$ cat src/rtl/buffer_est_pkg.sv
// Shared types and constants for the buffer-estimation traffic source.
// Holds the FSM state enum, the default counter width and the LFSR taps.
package buffer_est_pkg;

  typedef enum logic [1:0] {
    IDLE,
    BURST,
    GAP,
    DONE
  } state_e;

  localparam int CNT_W_DEF = 32;

  // Maximal-length Fibonacci taps, bit i set = state bit i feeds back
  localparam logic [7:0]  LFSR_TAPS_8  = 8'hB8;
  localparam logic [15:0] LFSR_TAPS_16 = 16'hB400;
  localparam logic [31:0] LFSR_TAPS_32 = 32'h8020_0003;

  // Unlisted widths fall back to the two top bits; not maximal length
  function automatic logic [31:0] lfsr_taps(input int w);
    logic [31:0] t;
    if (w == 8) begin
      t = 32'(LFSR_TAPS_8);
    end else if (w == 16) begin
      t = 32'(LFSR_TAPS_16);
    end else if (w == 32) begin
      t = LFSR_TAPS_32;
    end else begin
      t = 32'(2'b11) << (w - 2);
    end
    return t;
  endfunction

endpackage

$ cat src/rtl/burst_write_gen_sat_counter.sv
// Saturating statistics counter with synchronous clear.
// Holds at all-ones instead of wrapping.
module sat_counter
  import buffer_est_pkg::*;
#(
  parameter int W = CNT_W_DEF
) (
  input  logic         clk_i,
  input  logic         rst_ni,
  input  logic         clr_i,
  input  logic         inc_i,
  output logic [W-1:0] cnt_o
);

  logic sat;

  assign sat = &cnt_o;

  // Clear wins over increment; increment stops at all-ones
  always_ff @(posedge clk_i or negedge rst_ni) begin
    if (!rst_ni) begin
      cnt_o <= '0;
    end else if (clr_i) begin
      cnt_o <= '0;
    end else if (inc_i && !sat) begin
      cnt_o <= cnt_o + W'(1);
    end
  end

endmodule

$ cat src/rtl/burst_write_gen.sv
// Burst write traffic source for the FIFO write side, with statistics.
// Define BURST_GEN_PRBS_EN to emit LFSR data instead of a count.
module burst_write_gen
  import buffer_est_pkg::*;
#(
  parameter int DATA_W     = 8,
  parameter int BURST_LEN  = 16,
  parameter int GAP_CYCLES = 4,
  parameter int NUM_BURSTS = 8,
  parameter int CNT_W      = CNT_W_DEF
) (
  input  logic              clk_i,
  input  logic              rst_ni,
  input  logic              start_i,
  input  logic              stop_i,
  input  logic              fifo_full_i,
  output logic              we_o,
  output logic [DATA_W-1:0] wdata_o,
  output logic              busy_o,
  output logic              done_o,
  output logic [CNT_W-1:0]  word_cnt_o,
  output logic [CNT_W-1:0]  burst_cnt_o,
  output logic [CNT_W-1:0]  stall_cnt_o
);

  localparam int BW =
    (BURST_LEN > 1) ? $clog2(BURST_LEN) : 1;
  localparam int GW =
    (GAP_CYCLES > 1) ? $clog2(GAP_CYCLES) : 1;

  localparam logic [BW-1:0] BEAT_LAST =
    BW'(BURST_LEN - 1);
  localparam logic [GW-1:0] GAP_LAST =
    GW'((GAP_CYCLES > 0) ? GAP_CYCLES - 1 : 0);
  localparam logic [CNT_W-1:0] BURST_LAST =
    CNT_W'((NUM_BURSTS > 0) ? NUM_BURSTS - 1 : 0);
  localparam logic [CNT_W-1:0] BURST_ALL =
    CNT_W'(NUM_BURSTS);

`ifdef BURST_GEN_PRBS_EN
  localparam logic [DATA_W-1:0] TAPS =
    DATA_W'(lfsr_taps(DATA_W));
  localparam logic [DATA_W-1:0] SEED = '1;
`else
  localparam logic [DATA_W-1:0] SEED = '0;
`endif

  state_e state_q;
  state_e state_d;

  logic [BW-1:0]     beat_q;
  logic [GW-1:0]     gap_q;
  logic              stop_pend_q;
  logic [DATA_W-1:0] data_q;
  logic [DATA_W-1:0] data_nxt;

  logic go;
  logic accept;
  logic stall;
  logic last_beat;
  logic stop_seen;
  logic last_burst;
  logic bursts_done;

  assign we_o    = (state_q == BURST) & ~fifo_full_i;
  assign wdata_o = data_q;
  assign busy_o  = (state_q == BURST) | (state_q == GAP);
  assign done_o  = (state_q == DONE);

  // Next data word: LFSR step or increment, only used on accept
`ifdef BURST_GEN_PRBS_EN
  always_comb begin
    data_nxt = {data_q[DATA_W-2:0], ^(data_q & TAPS)};
  end
`else
  always_comb begin
    data_nxt = data_q + DATA_W'(1);
  end
`endif

  // Next-state logic and per-cycle event decode
  always_comb begin
    state_d     = state_q;
    go          = 1'b0;
    accept      = we_o;
    stall       = (state_q == BURST) & fifo_full_i;
    last_beat   = we_o & (beat_q == BEAT_LAST);
    stop_seen   = stop_pend_q | stop_i;
    last_burst  = (NUM_BURSTS != 0) &&
                  (burst_cnt_o == BURST_LAST);
    bursts_done = (NUM_BURSTS != 0) &&
                  (burst_cnt_o >= BURST_ALL);
    unique case (state_q)
      IDLE, DONE: begin
        if (start_i) begin
          state_d = BURST;
          go      = 1'b1;
        end
      end
      BURST: begin
        if (last_beat) begin
          if (last_burst || stop_seen) begin
            state_d = DONE;
          end else if (GAP_CYCLES == 0) begin
            state_d = BURST;
          end else begin
            state_d = GAP;
          end
        end
      end
      GAP: begin
        if (stop_seen || bursts_done) begin
          state_d = DONE;
        end else if (gap_q == GAP_LAST) begin
          state_d = BURST;
        end
      end
      default: state_d = IDLE;
    endcase
  end

  // State, beat/gap position, stop flag and data register
  always_ff @(posedge clk_i or negedge rst_ni) begin
    if (!rst_ni) begin
      state_q     <= IDLE;
      beat_q      <= '0;
      gap_q       <= '0;
      stop_pend_q <= 1'b0;
      data_q      <= SEED;
    end else begin
      state_q <= state_d;
      if (go) begin
        beat_q      <= '0;
        gap_q       <= '0;
        stop_pend_q <= stop_i;
        data_q      <= SEED;
      end else begin
        if (stop_i && busy_o) begin
          stop_pend_q <= 1'b1;
        end
        if (accept) begin
          data_q <= data_nxt;
          beat_q <= last_beat ? '0
                              : beat_q + BW'(1);
        end
        if (state_q == GAP && state_d == GAP) begin
          gap_q <= gap_q + GW'(1);
        end else begin
          gap_q <= '0;
        end
      end
    end
  end

  sat_counter #(.W(CNT_W)) u_word_cnt (
    .clk_i  (clk_i),
    .rst_ni (rst_ni),
    .clr_i  (go),
    .inc_i  (accept),
    .cnt_o  (word_cnt_o)
  );

  sat_counter #(.W(CNT_W)) u_burst_cnt (
    .clk_i  (clk_i),
    .rst_ni (rst_ni),
    .clr_i  (go),
    .inc_i  (last_beat),
    .cnt_o  (burst_cnt_o)
  );

  sat_counter #(.W(CNT_W)) u_stall_cnt (
    .clk_i  (clk_i),
    .rst_ni (rst_ni),
    .clr_i  (go),
    .inc_i  (stall),
    .cnt_o  (stall_cnt_o)
  );

endmodule

$ cat config.mk
export PLATFORM = sky130hd
export DESIGN_NAME = burst_write_gen
export DESIGN_NICKNAME = d
export VERILOG_FILES = /design/src/rtl/buffer_est_pkg.sv /design/src/rtl/burst_write_gen_sat_counter.sv /design/src/rtl/burst_write_gen.sv
export SDC_FILE = /design/constraint.sdc
export NUM_CORES = 1
export LEC_CHECK = 0
export BUFFER_PORTS_ARGS = -buffer_cell sky130_fd_sc_hd__clkbuf_2
export CORE_UTILIZATION = 50
export CTS_CLUSTER_SIZE = 28
export DETAILED_ROUTE_END_ITERATION = 10
export PLACE_DENSITY = 0.8
export SLEW_MARGIN = 20
export SYNTH_ARGS = -nofsm -noshare
export SYNTH_HDL_FRONTEND = slang
export SYNTH_SLANG_ARGS = --single-unit
$ cat constraint.sdc
create_clock -name clk_i -period 2.8 [get_ports clk_i]
set_clock_uncertainty 0.2 [all_clocks]
set_input_delay 0.56 -clock clk_i [delete_from_list [all_inputs] [get_ports clk_i]]
set_output_delay 0.56 -clock clk_i [all_outputs]
set_load 0.1 [all_outputs]
== Word-level counts from Yosys, hierarchy flattened ==
Cells that the tools add are included.

* Word-level logic and storage cells: 71
* Input bits: 5
* Output and inout port bits: 107
* Register bits after elaboration: 113

* Order comparisons: 1
* Eq/ne operators: 7
* Multiplexer cells: 23
* $add $sub $neg: 6
* Reduce and logical (&&, ||, !) cells: 20
* Bitwise operators: 6

{| class="wikitable"
|+ Operator list
! operator !! count
|-
| $mux 32 || 6
|-
| $add 32x1->32 const B || 3
|-
| $reduce_and 32->1 || 3
|-
| $eq 32x3->1 const B || 1
|-
| $ge 32x4->1 const B || 1
|-
| $mux 8 || 2
|-
| $mux 2 || 6
|-
| $mux 4 || 3
|-
| $reduce_bool 2->1 || 5
|-
| $add 8x1->8 const B || 1
|-
| $eq 2x2->1 const B || 4
|-
| $pmux 2 s3 || 1
|-
| $logic_and 1x1->1 || 5
|-
| $mux 1 || 5
|-
| $add 4x1->4 const B || 1
|-
| $eq 4x4->1 const B || 1
|-
| $and 1x1->1 || 3
|-
| $logic_not 1->1 || 3
|-
| $add 2x1->2 const B || 1
|-
| $eq 2x1->1 const B || 1
|-
| $logic_not 2->1 || 1
|-
| $logic_or 1x1->1 || 2
|-
| $or 1x1->1 || 2
|-
| $reduce_or 2->1 || 1
|-
| $not 1->1 || 1
|}

== Logic depth before layout (Yosys ltp) ==
Gate-level depths: netlist of the first run.

* Word-level depth: 9
* Mapped depth: 11
* Mapped depth without buffers: 8

== Cells and area by module ==
A second synthesis of the first run with hierarchy kept.

* Cells, all modules: 684
* Area total of the unflattened synthesis: 6642.6 um^2

{| class="wikitable"
|+ By module, submodules not included
! module !! area an instance (um^2) !! instances !! sequential area each (um^2) !! cells an instance
|-
| sat_counter || 1865.5 || 3 || 800.8 || 190
|-
| burst_write_gen || 1046.0 || 1 || 425.4 || 114
|}

== Least setup slack after synthesis of the first run ==
OpenSTA, ideal clock, no wires.

* Path type: register to register
* From: register state_q[1]
* To: register data_q[6] (netlist: wdata_o[6])
* Path buffers: 2
* Clock period less this slack: 3.072 ns
* Data arrival time: 2.799 ns
* Required time: 2.526 ns
* Stages on the path, launching flop included: 11
* Slack: -0.272 ns
* Cell sequence: dfrtp_1 -> inv_1 -> ha_1 -> nand2b_1 -> clkbuf_1 -> inv_1 -> buf_1 -> and3_1 -> nand4_1 -> xor2_1 -> nor2_1

* Elaborated cells between the ends (all ways): 8
* Those cells by class: eq/ne (2); mux (2); bitwise (1); reduce/logical (3)

{| class="wikitable"
|+ RTL lines
! element !! RTL line !! RTL
|-
| start, declared || burst_write_gen.sv:48 || <nowiki>state_e state_q;</nowiki>
|-
| start signal, assigned || burst_write_gen.sv:131 || <nowiki>state_q <= state_d;</nowiki>
|-
| $eq 2x1->1 || burst_write_gen.sv:65 || <nowiki>assign we_o = (state_q == BURST) & ~fifo_full_i;</nowiki>
|-
| $and 1x1->1 || burst_write_gen.sv:65 ||
|-
| named net we_o || burst_write_gen.sv:17 || <nowiki>output logic we_o,</nowiki>
|-
| $reduce_bool 2->1 (no line) || - ||
|-
| end signal, assigned || burst_write_gen.sv:142 || <nowiki>data_q <= data_nxt;</nowiki>
|-
| end, declared || burst_write_gen.sv:54 || <nowiki>logic [DATA_W-1:0] data_q;</nowiki>
|}

The timed path passes the listed nets, and every way through them passes these cells.
A chain may end at the register's enable or synchronous reset.

== Final worst setup path of the first run ==
* From: register state_q[0]
* To: register u_word_cnt.cnt_o[12]

* Cells in the longest elaborated chain, start to end: 4
* Elaborated cells between the ends (all ways): 9
* Those cells by class: eq/ne (2); mux (2); bitwise (1); reduce/logical (4)

{| class="wikitable"
|+ RTL lines
! element !! RTL line !! RTL
|-
| $eq 2x2->1, or another cell as far along || burst_write_gen.sv:93 || <nowiki>unique case (state_q)</nowiki>
|-
| $reduce_or 2->1 / $and 1x1->1 (equally long branches) || burst_write_gen.sv:93, burst_write_gen.sv:65 ||
|-
| $mux 1 / $logic_and 1x1->1 (equally long branches) || burst_write_gen.sv:93, burst_write_gen_sat_counter.sv:25 ||
|-
| $mux 32 / $reduce_bool 2->1 (equally long branches) || - ||
|-
| end signal, assigned || burst_write_gen_sat_counter.sv:26 || <nowiki>cnt_o <= cnt_o + W'(1);</nowiki>
|-
| end, declared || burst_write_gen_sat_counter.sv:12 || <nowiki>output logic [W-1:0] cnt_o</nowiki>
|}

Several ways; a longest one is shown, not always the timed one.

==> results of run 1 <==
worst max-delay path, cell delays in order (launching register included):
cell and delay [ns]:
dfrtp_1 0.46, inv_1 0.08, ha_1 0.31, and2_2 0.22, nor4_1 0.38, a41o_1 0.43, buf_4 0.26, or4_1 0.13
a21oi_1 0.07
cells by family (layout without fill, tap and decap cells):
kind of cell | after synthesis | in the layout | share of synthesized area, %
flip-flops | 113 | 113 | 44.4
XOR/XNOR | 15 | 15 | 2.06
AND/OR/NAND/NOR | 301 | 301 | 27.6
adder cells (fa/ha/maj) | 10 | 10 | 1.97
AO/OA/AOI/OAI | 187 | 187 | 18.5
multiplexers | 10 | 10 | 1.59
buffers and inverters | 61 | 194 | 3.87
report_power, final:
group / leakage (nW) / total [W] / switching, W / internal (W)
Combinational: 1.51 / 0.00115 / 0.000883 / 0.000268
Sequential: 1.52 / 0.00181 / 0.0000940 / 0.00171
Clock: 0.290 / 0.00212 / 0.000737 / 0.00138
cell type report:
| cell class | instances | area [sq um] |
|---|---|---|
| Fill cell | 1037 | 4370 |
| Multi-Input combinational cell | 523 | 3300 |
| Sequential cell | 113 | 2860 |
| Timing Repair Buffer | 140 | 806 |
| Clock buffer | 28 | 537 |
| Tap cell | 168 | 210 |
| Inverter | 22 | 82.6 |
| Clock inverter | 4 | 45.0 |
worst max-delay path by stage:
stage	start	to	slack, ns	depth (start not counted)
finish	state_q[0]	u_word_cnt.cnt_o[12]	0.1	8
CTS	state_q[1]	we_o	0.02	6
floorplan	u_word_cnt.cnt_o[9]	u_word_cnt.cnt_o[27]	0.005	5
global placement	state_q[0]	u_word_cnt.cnt_o[12]	0.32	8
global route	state_q[0]	u_word_cnt.cnt_o[7]	0.0009	8
detailed placement	state_q[0]	u_word_cnt.cnt_o[12]	0.18	8
registers in the layout (all words and copies together), names as in the netlist:
signal and flops:
stop_pend_q 1, state_q 2, u_burst_cnt.cnt_o 32, u_word_cnt.cnt_o 32, wdata_o 8, gap_q 2
beat_q 4, u_stall_cnt.cnt_o 32
routing by layer:
metal / up-vias / GRT usage, % / share of wire [%]
li1: 2896 / - / -
met1: 3074 / 34.3 / 42
met5: - / 0 / 0
met4: 0 / 9.35 / 1.6
met3: 32 / 6.85 / 7.0
met2: 250 / 44.1 / 49
placed cells by master (no fill, tap or decap), types with 3 or more instances in the layout:
| cell type | Yosys | layout |
|---|---|---|
| a211oi_1 | 6 | 6 |
| a21o_1 | 3 | 3 |
| a21oi_1 | 77 | 77 |
| a31oi_1 | 4 | 4 |
| a41o_1 | 3 | 3 |
| and2_1 | 8 | 7 |
| and3_1 | 9 | 9 |
| and4_1 | 8 | 8 |
| buf_4 | 0 | 28 |
| clkbuf_1 | 20 | 4 |
| clkbuf_16 | 0 | 17 |
| clkbuf_2 | 2 | 109 |
| clkbuf_8 | 0 | 7 |
| clkinv_2 | 0 | 3 |
| dfrtp_1 | 113 | 87 |
| dfrtp_2 | 0 | 26 |
| ha_1 | 10 | 9 |
| inv_1 | 22 | 21 |
| mux2i_1 | 9 | 9 |
| nand2_1 | 66 | 66 |
| nand2b_1 | 11 | 11 |
| nand3_1 | 27 | 27 |
| nand4_1 | 24 | 24 |
| nor2_1 | 34 | 34 |
| nor3_1 | 8 | 8 |
| nor4_1 | 15 | 15 |
| nor4bb_1 | 3 | 3 |
| o211ai_1 | 5 | 5 |
| o21ai_0 | 28 | 28 |
| o22ai_1 | 3 | 3 |
| o31ai_1 | 44 | 44 |
| or2_2 | 5 | 5 |
| or3_1 | 24 | 24 |
| or4_1 | 46 | 46 |
| xnor2_1 | 9 | 9 |
| xor2_1 | 6 | 6 |
metrics by stage:
stage	util, %	worst slack (ns)	cells	area (sq um)
2_1_floorplan	-	0.00482	697	6410
3_3_place_gp	59.2	0.319	963	7230
3_5_place_dp	59.2	0.177	963	7230
4_1_cts	64.0	0.0241	996	7820
5_1_grt	64.2	0.000913	998	7840
6_report	64.2	0.0970	998	7840
what timing repair did:
item,CTS,global route
setup endpoints to repair,1,1
buffers inserted,0,2
gates resized for setup,1,1
hold endpoints to repair,37,0
hold buffers,1,0
==> metrics.txt, run 1 <==
status=finished, final reports clean; worst rel slew slack=around 55%; unrepaired setup endpoints after global routing=false; drt pass-1 iters=5; top-count cell post-synth=dfrtp_1; clk slew on worst S/H paths=around 0.05 ns; HP Class=flop to flop; Hold Path Cell Cnt=1; Post-Syn Area=6370 sq um; Leak Pwr=between 3 and 4 nW; Detail Placement HPWL=11,700 um; Most used DFF post-synth=dfrtp_1; Via density=between 6 and 7; Final Hold Viols=0; Period minus WS final=2.70 ns; FF-to-FF setup slack=0.1 ns; f_max=370 MHz; clk buf depth=2; largest area contributor in the netlist=dfrtp_1; Worst Path Required=roughly 2.9 ns; total power=0.00507 W; Setup violations, final=0; Slew Limit Fails=0; CTS tree=built; Commonest cells post-synth=dfrtp_1 (113), a21oi_1 (77), nand2_1 (66), or4_1 (46), o31ai_1 (44); via count=6,252; I/O pin count=around 110; Synth top area share=44.4%; initial antenna violation count=0; first-pass GRT wire length=28,100 um; H-tree Lvls=4; Die Footprint=13,200 sq um; insertion delay to the later sink of the worst-skew pair=approximately 0.42 ns; crit path DAT=2.77 ns; worst hold start=gap_q[0]; IO Port Bufs=111; chip width=around 110 um; largest net degree at the start of global routing=a little over 60; max_cap viols=0; Avg Cell Area, Syn=9.14 sq um; CP Capture Type=flop; post-synthesis cell type count=57; Final period util=96.5%; post-synthesis register bit count=113; # diodes=0; YS warnings=0; Worst setup SP type=flop; initial DRC count=576; Post-synth EDFFs=0; Die Ht=about 110 um; Layout Area Growth over Synthesis=23.1%; core box area=12,200 sq um; CTS sink cnt=113; vias in the first global route=5,771; cells on worst reg2reg path=8; initial core utilization=52.1%; Detailed Route WL=between 15,000 and 20,000 um; Reg2Reg Launch Point=state_q[0]; CP Class=flop to flop; total grt overflow=0; Nets=832; hold slack=0.253 ns; share of layout cells above drive strength 1=25.8%; Least-Margin Pin Slew=0.668 ns; reg2reg end=u_word_cnt.cnt_o[12]; Worst IR Drop VDD=0.475 mV; top cells by area, synth=dfrtp_1 (44%), a21oi_1 (6.1%), or4_1 (5.4%); Cell Rows=40; clock root cell=clkbuf_16; power per cell area=~650 nW/um^2; total track usage=between 20% and 30%; TNS Setup=0 ns; Gate Count Post-Synth=697; Syn Nets=712; top fanout value on the critical path=15; GPL Wtd Cong=just under 0.9; per-cell routed wire length=17.0 um; DR DRC count=0; DRT antenna net count=0; CTS buffer count=17; Worst Hold End=gap_q[0]; Seq/Total Area, Yosys=44.4%; ys async rst share=100%
Note: power is estimated with default switching activity, not from simulation.
==> inputs of run 2 (changes only) <==
--- a/config.mk
+++ b/config.mk
@@ -6,10 +6,10 @@
 export NUM_CORES = 1
 export LEC_CHECK = 0
 export BUFFER_PORTS_ARGS = -buffer_cell sky130_fd_sc_hd__clkbuf_2
-export CORE_UTILIZATION = 50
+export CORE_UTILIZATION = 57
 export CTS_CLUSTER_SIZE = 28
 export DETAILED_ROUTE_END_ITERATION = 10
-export PLACE_DENSITY = 0.8
+export PLACE_DENSITY = 0.88
 export SLEW_MARGIN = 20
 export SYNTH_ARGS = -nofsm -noshare
 export SYNTH_HDL_FRONTEND = slang
==> run 2 against run 1 <==
Utilization up 8.2 points. Combinational power about the same. Clock-buffer cell count shrank 6. Maximum frequency shrank 1.3%. Largest cell class unchanged. Critical endpoint is now we_o. Critical path type is now flop to primary output. Largest power group unchanged. Clock power is 7% higher.
==> metrics.txt, run 2 (synthesis gave the netlist of run 1 again) <==
f_max=365 MHz (-1.3%); Sw Ratio=33.2% (-0.53 points); CTS tree=built; most frequent cells in the layout=clkbuf_2 (108), dfrtp_1 (87), a21oi_1 (77), nand2_1 (66), or4_1 (46); Seq. cell area=2860 sq um (unchanged); Least-Margin Pin Slew=0.688 ns (+0.0194 ns); postcts setup bufs=0 (unchanged); Leak Pwr=3.34 nW (+0.45%); CP Class=flop to primary output; # diodes=0 (unchanged); FILL cells=767 (-26%); Detailed Route WL=17,800 um (+4.6%); ordered cell list for the critical path=inv_1 -> ha_2 -> nand2b_1 -> inv_1 -> buf_6 -> buf_12; Slew Limit Fails=0 (unchanged); initial antenna violation count=0 (unchanged); max_cap viols=0 (unchanged); Largest stage delay, worst path=0.42 ns (-0.04 ns); Hold Path Cell Cnt=3 (+2); initial core utilization=58.7% (+6.6 points); hold slack=0.249 ns (-0.00422 ns); HP Class=input pin to flop; Period minus WS final=2.74 ns (+0.0360 ns); clock root cell=clkbuf_8; per-cell routed wire length=18.3 um (+7.7%); CTS sink cnt=113 (unchanged); IO Port Bufs=111 (unchanged); Worst Path Required=2.04 ns (-0.83 ns); critical path depth=6 (-2); via count=6,432 (+2.9%); clk buf depth=2 (unchanged); total track usage=31.6% (+4.8 points); crit path DAT=1.98 ns (-0.79 ns); I/O pin count=112 (unchanged); Most Frequent Cell on Critical Path=inv_1; CP max-delay cell=dfrtp_1; drt pass-1 iters=5 (unchanged); H-tree Lvls=4 (unchanged); chip width=108 um (-6.2%); Internal=0.00349 W (+4.0%); unrepaired setup endpoints after global routing=true; Worst IR Drop VDD=0.481 mV (+1.3%); Worst setup SP type=flop; Die Ht=108 um (-6.2%); clk slew on worst S/H paths=0.06 ns (about the same); Detail Placement HPWL=12,000 um (+2.4%); Final Hold Viols=0 (unchanged); Nets=831 (-0.12%); dpl ws=0.0984 ns (-0.0786 ns); status=finished, final reports clean; total grt overflow=0 (unchanged); crit path buf inv count=4 (+2); vias in the first global route=5,895 (+2.1%); Gate power share=22.1% (-0.6 points); top fanout value on the critical path=12 (-3); cell family with most CP delay=buffers and inverters; Final period util=97.8% (+1.3 points); CTS buffer count=17 (unchanged); Layout Area Growth over Synthesis=23.2%; worst setup margin=0.0609 ns (-0.0360 ns); GPL Wtd Cong=0.888 (+0.45%); initial DRC count=603 (+4.7%); Cell Rows=38 (-5.0%); first-pass GRT wire length=28,700 um (+2.0%); Die Footprint=11,600 sq um (-12%); Setup violations, final=0 (unchanged); design area=7850 sq um (+0.11%); share of layout cells above drive strength 1=26.2% (+0.39 points); largest registers=u_burst_cnt.cnt_o: 32 flops, u_stall_cnt.cnt_o: 32 flops, u_word_cnt.cnt_o: 32 flops; DR DRC count=0 (unchanged); commonest non-fill, non-tap cell in the layout=clkbuf_2; power per cell area=667 nW/um^2 (+3.0%); Placed Area=7200 sq um (-0.38%); CP Capture Type=primary output; Clock power frac=43.4% (+1.7 points); DRT antenna net count=0 (unchanged); TNS Setup=0 ns (unchanged); insertion delay to the later sink of the worst-skew pair=0.52 ns (+0.10 ns); core box area=10,800 sq um (-11%); Via density=6.64 (+6.0%); cells on worst reg2reg path=7 (-1); register share of total power=34.6% (-1.0 points); worst rel slew slack=54.1% (-1.3 points); Multi-input gate area=3300 sq um (+0.23%); largest net degree at the start of global routing=62 (unchanged); Net Switching=0.00174 W (+1.5%)
[run 2: cell count changes in the layout (fill, tap and decap cells not counted), moves of 2 or more]
| cell | before | now |
|---|---|---|
| clkbuf_8 | 7 | 4 |
| buf_4 | 28 | 26 |
| clkbuf_1 | 4 | 2 |
| bufinv_16 | 1 | 4 |
[run 2: area by class of cell]
cell class | count | area share (%)
Sequential cell | 113 | 36.5
Inverter | 22 | 1.05
Clock inverter | 10 | 1.99
Timing Repair Buffer | 139 | 10.3
Multi-Input combinational cell | 523 | 42.1
Tap cell | 140 | 2.23
Clock buffer | 22 | 5.90
[run 2: timing repair]
item / 4_1_cts / 5_1_grt
gates resized for setup: 2 / 4
endpoints found under the hold margin: 45 / 0
hold buffers: 1 / 0
endpoints found under the setup margin: 2 / 12
[run 2: worst min-delay path: stages]
cell      delay [ns]
clkbuf_2        0.11
mux2i_1         0.15
a21boi_0        0.10
[run 2: power by group through the flow]
stage	Sequential [W]	Clock, W	Combinational (W)
3_3_place_gp	0.00182	0	0.00110
4_1_cts	0.00180	0.00229	0.00115
3_5_place_dp	0.00183	0	0.00113
5_1_grt	0.00182	0.00237	0.00124
2_1_floorplan	0.00212	0	0.000536
6_report	0.00181	0.00227	0.00115
[run 2: final timing paths]
path / endpoint / start / slack [ns]
worst max-delay path: we_o / state_q[1] / 0.06
worst min-delay path: stop_pend_q / stop_i / 0.25
worst max register to register: u_burst_cnt.cnt_o[19] / state_q[0] / 0.13
worst min register to register: gap_q[0] / gap_q[0] / 0.27
max in group asynchronous: u_word_cnt.cnt_o[16] / rst_ni / 1.26
min in group asynchronous: u_stall_cnt.cnt_o[11] / rst_ni / 0.40
[run 2: stage by stage]
step                      instances  power, W  utilization (%)
after CTS                       969   0.00524             72.3
after floorplan                 697   0.00266                -
after detailed placement        936   0.00296             66.4
after global placement          936   0.00292             66.4
after global routing            969   0.00543             72.4
final                           969   0.00523             72.4
[run 2: per-layer routing]
layer	GRT usage, %	wire length [um]	up-vias
met5	0	0	-
met3	7.75	1310	50
met1	40.3	7180	3147
met2	51.0	8800	338
met4	14.1	479	0
li1	-	-	2897
==> inputs of run 3 (changes only) <==
--- a/config.mk
+++ b/config.mk
@@ -5,12 +5,13 @@
 export SDC_FILE = /design/constraint.sdc
 export NUM_CORES = 1
 export LEC_CHECK = 0
-export BUFFER_PORTS_ARGS = -buffer_cell sky130_fd_sc_hd__clkbuf_2
-export CORE_UTILIZATION = 57
+export CORE_UTILIZATION = 55
 export CTS_CLUSTER_SIZE = 28
 export DETAILED_ROUTE_END_ITERATION = 10
-export PLACE_DENSITY = 0.88
+export DONT_BUFFER_PORTS = 1
+export PLACE_DENSITY = 0.77
 export SLEW_MARGIN = 20
 export SYNTH_ARGS = -nofsm -noshare
 export SYNTH_HDL_FRONTEND = slang
+export SYNTH_HIERARCHICAL = 1
 export SYNTH_SLANG_ARGS = --single-unit
==> run 3 against run 2 <==
Cell area rose by 4.1%. First-iteration DRC count fell by 13%. Die area rose by 8.0%. Flip-flop and latch count did not move. The flow now finishes with violations (DRC, hold timing). Hold slack got worse by 0.61 ns. Highest routed layer unchanged. Cell count fell by 1.8%. Critical path depth rose by 3.
==> metrics.txt, run 3 <==
Gate Count Post-Synth=684 (-1.9%); Simple-Gate Fraction of Synth Area=30.2% (+2.6 points); YS warnings=6 (+6); largest registers=u_burst_cnt/cnt_o: 32 flops, u_stall_cnt/cnt_o: 32 flops, u_word_cnt/cnt_o: 32 flops; vias in the first global route=6,085 (+3.2%); core box area=11,600 sq um (+7.1%); XOR/XNOR Fraction of Synth Area=3.96% (+1.9 points); reg2reg end=u_word_cnt/cnt_o[9]; Reg2Reg Launch Point=state_q[1]; Post-synth EDFFs=0 (unchanged); share of layout cells above drive strength 1=25.2% (-0.96 points); CTS buffer count=17 (unchanged); CP Capture Type=flop; Final period util=95.1% (-2.8 points); DR DRC count=9 (+9); Slew Limit Fails=0 (unchanged); via count=6,273 (-2.5%); post-synthesis cell type count=53 (-7.0%); Cell Rows=39 (+2.6%); f_max=376 MHz (+2.9%); Post-Syn Area=6640 sq um (+4.3%); Commonest cells post-synth=dfrtp_1 (113), a21oi_1 (63), nand2_1 (62), nor2_1 (48), or4_1 (42); dpl ws=0.0357 ns (-0.0628 ns); Most used DFF post-synth=dfrtp_1; IO Port Bufs=0 (-100%); Least-Margin Pin Slew=0.962 ns (+0.274 ns); commonest non-fill, non-tap cell in the layout=buf_4; postcts setup bufs=0 (unchanged); post-synthesis compound-gate area fraction=16.4% (-2.1 points); Period minus WS final=2.66 ns (-0.0771 ns); failing checks=DRC, hold timing; Synth top area share=42.6% (-1.8 points); Leak Pwr=3.67 nW (+9.8%); total power=0.00523 W (about the same); CP Class=flop to flop; largest net degree at the start of global routing=114 (+84%); Avg Cell Area, Syn=9.71 sq um (+6.3%); max_cap viols=0 (unchanged); cells on worst reg2reg path=9 (+2); Nets=810 (-2.5%); largest family of logic cells by synthesized area=simple AND/OR/NAND/NOR gates; Die Ht=112 um (+3.9%); Seq/Total Area, Yosys=42.6% (-1.8 points); total grt overflow=0 (unchanged); worst rel slew slack=35.9% (-18 points); mux cell area share after synthesis=1.13% (-0.46 points); top fanout value on the critical path=17 (+5); hold slack=-0.359 ns (-0.608 ns); I/O pin count=112 (unchanged); initial core utilization=57.2% (-1.5 points); Die Footprint=12,500 sq um (+8.0%); initial antenna violation count=0 (unchanged); CTS tree=built; crit path to=u_word_cnt/cnt_o[9]; clk slew on worst S/H paths=0.05 ns (about the same); Setup violations, final=0 (unchanged); Detail Placement HPWL=12,200 um (+1.8%); Synth Area in Adders=1.70% (-0.27 points); top-count cell post-synth=dfrtp_1; ys async rst share=100% (unchanged); unrepaired setup endpoints after global routing=false; H-tree Lvls=4 (unchanged); Placed Area=7580 sq um (+5.3%); most frequent cells in the layout=buf_4 (116), dfrtp_1 (101), a21oi_1 (63), nand2_1 (61), nor2_1 (48); crit path DAT=2.79 ns (+0.81 ns); first-pass GRT wire length=29,300 um (+2.3%); FILL cells=852 (+11%); Detailed Route WL=17,700 um (-0.43%); Setup crit start=state_q[1]; top cells by area, synth=dfrtp_1 (43%), a21oi_1 (4.7%), or4_1 (4.7%); Worst setup SP type=flop; initial DRC count=526 (-13%); status=finished with violations; insertion delay to the later sink of the worst-skew pair=0.41 ns (-0.11 ns); Layout Area Growth over Synthesis=23.0%; largest area contributor in the netlist=dfrtp_1; worst setup margin=0.138 ns (+0.0771 ns); FF-to-FF setup slack=0.14 ns (about the same); drt pass-1 iters=8 (+3); Syn Nets=698 (-2.0%); clk buf depth=2 (unchanged); Worst Path Required=2.93 ns (+0.89 ns); HP Class=input pin to asynchronous set/reset pin; DRT antenna net count=0 (unchanged); Final Hold Viols=113 (+113); post-synthesis register bit count=113 (unchanged); CTS sink cnt=113 (unchanged); design area=8170 sq um (+4.1%); Via density=6.59 (-0.73%); per-cell routed wire length=18.6 um (+1.4%); chip width=112 um (+3.9%); GPL Wtd Cong=0.856 (-3.7%); clock root cell=clkbuf_16; total track usage=29.3% (-2.3 points); TNS Setup=0 ns (unchanged); power per cell area=641 nW/um^2 (-4.0%); # diodes=0 (unchanged); Worst IR Drop VDD=0.422 mV (-12%)
-- run 3: repair_timing --
item | 4_1_cts | 5_1_grt
pin swaps | 0 | 1
endpoints found under the hold margin | 113 | 113
endpoints found under the setup margin | 1 | 9
gates cloned | 0 | 0
resized for setup | 1 | 2
-- run 3: metal layers --
layer | vias up | global-route usage (%) | share of wire, %
met2 | 266 | 49.0 | 50
met5 | - | 0 | 0
met1 | 3118 | 35.4 | 40
li1 | 2852 | - | -
met4 | 0 | 12.5 | 2.4
met3 | 37 | 8.22 | 7.5
-- run 3: metrics by stage --
stage	std cells	utilization, %	hold slack [ns]
detailed placement	920	65.3	0.0671
finish	952	70.4	-0.359
global placement	920	65.3	0.0679
floorplan	684	-	0.0644
global route	952	70.4	-0.377
CTS	952	70.3	-0.371
-- run 3: worst min path at each step --
stage,endpoint,start
6_report,u_word_cnt/cnt_o[18],rst_ni
5_1_grt,u_word_cnt/cnt_o[16],rst_ni
3_5_place_dp,u_word_cnt/cnt_o[16],rst_ni
4_1_cts,u_word_cnt/cnt_o[16],rst_ni
2_1_floorplan,beat_q[0],rst_ni
3_3_place_gp,u_word_cnt/cnt_o[15],rst_ni
-- run 3: logic make-up after synthesis --
kind of cell,count (synthesis)
buffers and inverters,49
AO/OA/AOI/OAI,164
AND/OR/NAND/NOR,313
flip-flops,113
multiplexers,6
XOR/XNOR,30
adder cells (fa/ha/maj),9
-- run 3: cell type report --
cell class | instances | area (sq um) | area share [%]
Clock buffer | 28 | 537 | 6.57
Clock inverter | 4 | 45.0 | 0.551
Inverter | 23 | 92.6 | 1.13
Multi-Input combinational cell | 522 | 3550 | 43.5
Sequential cell | 113 | 2840 | 34.8
Tap cell | 143 | 179 | 2.19
Timing Repair Buffer | 119 | 922 | 11.3
-- run 3: report_power, final --
part | internal (W) | switching, W | leakage (nW)
clock | 0.00138 | 0.000720 | 0.290
combinational | 0.000318 | 0.00101 | 1.84
sequential | 0.00172 | 0.0000795 | 1.55
total | 0.00342 | 0.00181 | 3.67
-- run 3: worst max-delay path: stages, from the launching register on --
cell      delay, ns
dfrtp_1        0.42
inv_1          0.10
ha_2           0.24
nand2b_4       0.10
inv_6          0.07
buf_6          0.28
o41ai_4        0.20
buf_4          0.24
or4_1          0.55
a21oi_1        0.19
